### config.mk
export PLATFORM = sky130hd
export DESIGN_NAME = conv_scheduler
export DESIGN_NICKNAME = d
export VERILOG_FILES = /design/src/rtl/conv_scheduler.sv
export SDC_FILE = /design/constraint.sdc
export NUM_CORES = 1
export LEC_CHECK = 0
export ABC_AREA = 1
export CORE_UTILIZATION = 50
export DETAILED_ROUTE_END_ITERATION = 8
export GPL_TIMING_DRIVEN = 0
export PLACE_DENSITY = 0.75
export SLEW_MARGIN = 5
export SYNTH_ARGS = -nofsm -noshare
export SYNTH_HDL_FRONTEND = slang
export SYNTH_SLANG_ARGS = --single-unit
### constraint.sdc
create_clock -name i_clk -period 9.1 [get_ports i_clk]
set_input_delay 1.82 -clock i_clk [delete_from_list [all_inputs] [get_ports i_clk]]
set_output_delay 1.82 -clock i_clk [all_outputs]
set_load 0.03 [all_outputs]
### src/rtl/conv_scheduler.sv
// conv_scheduler
// Sequencing controller for the 3x3 convolution engine. Walks a square feature
// map in row-major order of output positions, issuing one engine job per
// horizontal output pair (windows at col and col+stride). It then writes the
// returned 8-bit sums to the destination buffer through one write port.
//
// Ports
//   i_clk, i_rst           clock, synchronous active-high reset
//   i_start                command strobe, accepted only when idle
//   i_src_base             address of source pixel (0,0)
//   i_kernal_base          kernel base, forwarded to the engine
//   i_dst_base             address of the first result
//   i_stride               convolution stride, legal 1..4
//   o_eng_*                engine job request (start pulse, addresses, stride)
//   i_eng_done             engine completion level
//   i_eng_sum1/2           engine results for the pair
//   o_wr_en/addr/data      destination write port
//   o_busy, o_done, o_err  status: busy level, end pulse, sticky error
module conv_scheduler #(
    parameter int IMG_W   = 28,
    parameter int K       = 3,
    parameter int AW      = 10,
    parameter int TIMEOUT = 64
) (
    input  logic          i_clk,
    input  logic          i_rst,
    input  logic          i_start,
    input  logic [AW-1:0] i_src_base,
    input  logic [AW-1:0] i_kernal_base,
    input  logic [AW-1:0] i_dst_base,
    input  logic [2:0]    i_stride,
    output logic          o_eng_start,
    output logic [AW-1:0] o_eng_src_addr,
    output logic [AW-1:0] o_eng_kernal_addr,
    output logic [AW-1:0] o_eng_dest1,
    output logic [AW-1:0] o_eng_dest2,
    output logic [2:0]    o_eng_stride,
    input  logic          i_eng_done,
    input  logic [7:0]    i_eng_sum1,
    input  logic [7:0]    i_eng_sum2,
    output logic          o_wr_en,
    output logic [AW-1:0] o_wr_addr,
    output logic [7:0]    o_wr_data,
    output logic          o_busy,
    output logic          o_done,
    output logic          o_err
);

    // Position counters need headroom for col + 2*stride and row + stride.
    localparam int PW = $clog2(IMG_W + 16);
    localparam int TW = $clog2(TIMEOUT + 1);

    typedef enum logic [2:0] {
        S_IDLE  = 3'd0,
        S_ISSUE = 3'd1,
        S_WAIT  = 3'd2,
        S_WR1   = 3'd3,
        S_WR2   = 3'd4,
        S_NEXT  = 3'd5,
        S_FIN   = 3'd6
    } state_t;

    state_t        state_r;
    logic [AW-1:0] src_base_r;
    logic [AW-1:0] dptr_r;
    logic [PW-1:0] row_r;
    logic [PW-1:0] col_r;
    logic [2:0]    stride_r;
    logic [7:0]    sum1_r;
    logic [7:0]    sum2_r;
    logic [TW-1:0] tmo_r;

    logic [PW-1:0] stride_ext_s;
    logic [PW-1:0] col_inc_s;
    logic [PW-1:0] col_nx_s;
    logic [PW-1:0] row_nx_s;
    logic          last_s;
    logic          pair2_s;
    logic          bad_stride_s;
    logic [AW-1:0] src_nx_s;

    // Next window position after the current job and the walk-complete test.
    always_comb begin
        stride_ext_s = PW'(stride_r);
        col_inc_s    = col_r + {stride_ext_s[PW-2:0], 1'b0};
        if ((col_inc_s + PW'(K)) > PW'(IMG_W)) begin
            col_nx_s = '0;
            row_nx_s = row_r + stride_ext_s;
        end else begin
            col_nx_s = col_inc_s;
            row_nx_s = row_r;
        end
        last_s       = (row_nx_s + PW'(K)) > PW'(IMG_W);
        // The second window of the pair only exists if it still fits the row.
        pair2_s      = (col_r + stride_ext_s + PW'(K)) <= PW'(IMG_W);
        src_nx_s     = src_base_r + AW'(32'(row_nx_s) * 32'(IMG_W)) + AW'(col_nx_s);
        bad_stride_s = (i_stride == 3'd0) || (i_stride > 3'd4);
    end

    // Control FSM with all outputs registered.
    always_ff @(posedge i_clk) begin
        if (i_rst) begin
            state_r           <= S_IDLE;
            src_base_r        <= '0;
            dptr_r            <= '0;
            row_r             <= '0;
            col_r             <= '0;
            stride_r          <= 3'd0;
            sum1_r            <= 8'd0;
            sum2_r            <= 8'd0;
            tmo_r             <= '0;
            o_eng_start       <= 1'b0;
            o_eng_src_addr    <= '0;
            o_eng_kernal_addr <= '0;
            o_eng_dest1       <= '0;
            o_eng_dest2       <= '0;
            o_eng_stride      <= 3'd0;
            o_wr_en           <= 1'b0;
            o_wr_addr         <= '0;
            o_wr_data         <= 8'd0;
            o_busy            <= 1'b0;
            o_done            <= 1'b0;
            o_err             <= 1'b0;
        end else begin
            o_eng_start <= 1'b0;
            o_wr_en     <= 1'b0;
            o_done      <= 1'b0;
            case (state_r)
                S_IDLE: begin
                    if (i_start) begin
                        src_base_r        <= i_src_base;
                        stride_r          <= i_stride;
                        dptr_r            <= i_dst_base;
                        row_r             <= '0;
                        col_r             <= '0;
                        o_eng_kernal_addr <= i_kernal_base;
                        o_eng_stride      <= i_stride;
                        o_busy            <= 1'b1;
                        o_err             <= bad_stride_s;
                        if (bad_stride_s) begin
                            state_r <= S_FIN;
                        end else begin
                            state_r        <= S_ISSUE;
                            o_eng_start    <= 1'b1;
                            o_eng_src_addr <= i_src_base;
                            o_eng_dest1    <= i_dst_base;
                            o_eng_dest2    <= i_dst_base + AW'(1);
                        end
                    end else begin
                        state_r <= S_IDLE;
                    end
                end
                S_ISSUE: begin
                    tmo_r   <= '0;
                    state_r <= S_WAIT;
                end
                S_WAIT: begin
                    // Done is checked first so it wins over a same-cycle timeout.
                    if (i_eng_done) begin
                        sum1_r  <= i_eng_sum1;
                        sum2_r  <= i_eng_sum2;
                        state_r <= S_WR1;
                    end else if (tmo_r == TW'(TIMEOUT - 1)) begin
                        o_err   <= 1'b1;
                        state_r <= S_FIN;
                    end else begin
                        tmo_r   <= tmo_r + TW'(1);
                        state_r <= S_WAIT;
                    end
                end
                S_WR1: begin
                    o_wr_en   <= 1'b1;
                    o_wr_addr <= dptr_r;
                    o_wr_data <= sum1_r;
                    dptr_r    <= dptr_r + AW'(1);
                    state_r   <= pair2_s ? S_WR2 : S_NEXT;
                end
                S_WR2: begin
                    o_wr_en   <= 1'b1;
                    o_wr_addr <= dptr_r;
                    o_wr_data <= sum2_r;
                    dptr_r    <= dptr_r + AW'(1);
                    state_r   <= S_NEXT;
                end
                S_NEXT: begin
                    col_r <= col_nx_s;
                    row_r <= row_nx_s;
                    if (last_s) begin
                        state_r <= S_FIN;
                    end else begin
                        state_r        <= S_ISSUE;
                        o_eng_start    <= 1'b1;
                        o_eng_src_addr <= src_nx_s;
                        o_eng_dest1    <= dptr_r;
                        o_eng_dest2    <= dptr_r + AW'(1);
                    end
                end
                S_FIN: begin
                    o_done  <= 1'b1;
                    o_busy  <= 1'b0;
                    state_r <= S_IDLE;
                end
                default: begin
                    o_busy  <= 1'b0;
                    state_r <= S_IDLE;
                end
            endcase
        end
    end

endmodule

==> results.md <==
- DRT Wirelength: 19.5 mm
- Total Power: between 2000 and 2500 uW
- Clk buf depth: 2
- Routed Antenna Nets: 0
- Vias in the first global route: 6592
- Drt pass-1 iters: 5
- Top cells by count, synth: nand2_1, dfxtp_1, nor2_1, a21oi_1, inv_1
- Worst Path Max Fanout: 10
- Area Overhead vs Synth: 28.5%
- FMAX: 183 MHz
- Via density: 5.26
- Final min period: 5460 ps
- EDFF count, synth: 0
- Cts hold-fix bufs: 0
- #FFs+latches synth: 124
- DRT iter0 DRCs: around 460
- Final GP Congestion: 0.888
- Final setup viols: 0
- Vias after detailed routing: 6827
- Postcts setup bufs: 0
- Area contributors post-synth: dfxtp_1, nand2_1, ha_1
- Synth top area share: 0.355
- Post-synth ARST share: 0
- Post-Syn Area: 7000 um^2
- Cts bufs inserted: 17
- RSZ-0062 raised after global routing: false
- Routed WL per cell: 15.1 um
- Core Util, Final: 0.668
- CTS resizes: 0
- Top FF cell, synth: dfxtp_1
- Crit path DAT: approximately 5800 ps
- Final cell count without fillers: 1298
- Startpoint Class: flop
- Inst Count DP: 1266
- Crit Path Class: reg2reg
- Top-count cell post-synth: nand2_1
- Clk sink count: about 120
- HPWL after DPL: approximately 14 mm
- Worst Skew: 12.9 ps
- Min-delay worst type: reg2reg
- Synth warn: 0
- Cells after synthesis: approximately 970
- Leak: 0.00394 uW
- Layout Nets: 1213
- Synth Area per Inst: 7.19 um^2
- GRT Overall Usage: 0.283
- Period utilization: 0.599
- TritonCTS clock tree: done
- Crit path largest cell delay: 520 ps
- Worst skew pair latency: 430 ps
- Setup TNS Final: 0 ps
- First-pass GRT wire length: 32.0 mm
- Pin count of the biggest net entering global routing: 17
- Clock-pin slew on the worst setup and hold paths: 60 ps
- Die area: roughly 14000 um^2
- Power Dens Cells: 251 nW/um^2
- Worst endpoint required time: ~9400 ps
- # fillers: 1215
- Setup slack after layout: around 3600 ps
- Initial antenna violation count: 0
- Area of the multi-input gates: a little under 4000 um^2
- Share of cells above drive strength 1: 0.0677
- Synth area leader: dfxtp_1
- Core ar.: 13500 um^2
- Syn Nets: 1077
- Sequential share of the synthesized area: 0.355
- Count of final hold-check violations: 0
- Maximum vdd drop: 0.000172 V
- Initial Utilization: 0.520
- Most frequent CP cell: nand2_1
- Critical path capture point type: flop
- Setup WS pre-CTS: 3670 ps
- Gr ovfl total: 0
- Overall die height: ~120 um
- Slew HR: 0.555
- Status: complete, no violations
- Htree depth: 4
- Root Driver: clkbuf_16
- Row cnt: 42
- Critical path's slowest cell: fa_1
- # diodes: 0
- MaxCap Viol Count: 0
- Synth unique cells: 45
- Register Area: approximately 2500 um^2
- DRC: 0
- IO Port Bufs: 117
- Measured slew at the worst slew-check pin: ~670 ps
- # IOs: approximately 120
- Die span in x: about 120 um
- Max Transition Viols Final: 0
power breakdown:
group	switching (uW)	internal, uW
Combinational	519	309
Sequential	75.9	655
Clock	286	414
kinds of logic (layout without fill, tap and decap cells):
group                      Yosys count  after routing  synth area share
AOI/OAI and AO/OA                  188            188             0.141
xor gates and xnor gates            27             27            0.0338
adders and majority gates           51             51             0.103
buffers and inverters              142            291            0.0806
DFF                                124            124             0.355
muxes                                8              8            0.0114
and+or+nand+nor                    433            433             0.275
sequential cells by signal, indices dropped and copies added, names as in the netlist:
register	cells
col_r	6
o_eng_start	1
o_busy	1
sum1_r	8
sum2_r	8
o_done	1
state_r	3
tmo_r	7
src_base_r	10
o_eng_src_addr	10
o_err	1
o_eng_kernal_addr	10
o_eng_dest1	10
stride_r	3
dptr_r	10
o_eng_dest2	10
o_wr_en	1
o_wr_data	8
row_r	6
o_wr_addr	10
cells in the final DEF, fill, tap and decap left out, types with 32 or more instances in the layout:
cell type / instances
a21oi_1: 94
clkbuf_1: 32
clkdlybuf4s50_1: 117
dfxtp_1: 124
ha_1: 40
inv_1: 90
nand2_1: 202
nand3_1: 43
nor2_1: 119
o21ai_0: 71
critical path, delay by kind of cell, from the launching register on:
| family | cells | cell delay, ps |
|---|---|---|
| AOI/OAI and AO/OA | 6 | 850 |
| and+or+nand+nor | 10 | 990 |
| buffers and inverters | 4 | 280 |
| DFF | 1 | 370 |
| adders and majority gates | 8 | 2850 |
layout make-up:
type,instances,area share
Clock buffer,17,0.0473
Clock inverter,15,0.0198
Multi-Input combinational cell,707,0.439
Tap cell,176,0.0245
Timing Repair Buffer,117,0.130
Sequential cell,124,0.276
Buffer,42,0.0210
Inverter,100,0.0417
metal layers:
metal,up-vias,share of wire,track usage
li1,3433,-,-
met1,3154,0.44,0.357
met2,209,0.48,0.474
met3,31,0.058,0.0703
met4,0,0.018,0.0910
met5,-,0,0
worst paths after layout:
| kind | depth (start not counted) | end | from | slack, ps |
|---|---|---|---|---|
| min reg2reg | 2 | o_eng_kernal_addr[5] | o_eng_kernal_addr[5] | 460 |
| max reg2reg | 28 | o_eng_src_addr[9] | stride_r[0] | 3640 |
| min | 2 | o_eng_kernal_addr[5] | o_eng_kernal_addr[5] | 460 |
| max | 28 | o_eng_src_addr[9] | stride_r[0] | 3640 |
stage by stage:
step	area, um^2	hold slack, ps
3_5_place_dp	8390	456
4_1_cts	8990	466
5_1_grt	8990	486
2_1_floorplan	7000	447
3_3_place_gp	8390	453
6_report	8990	463
(Power assumes the default switching activity.)
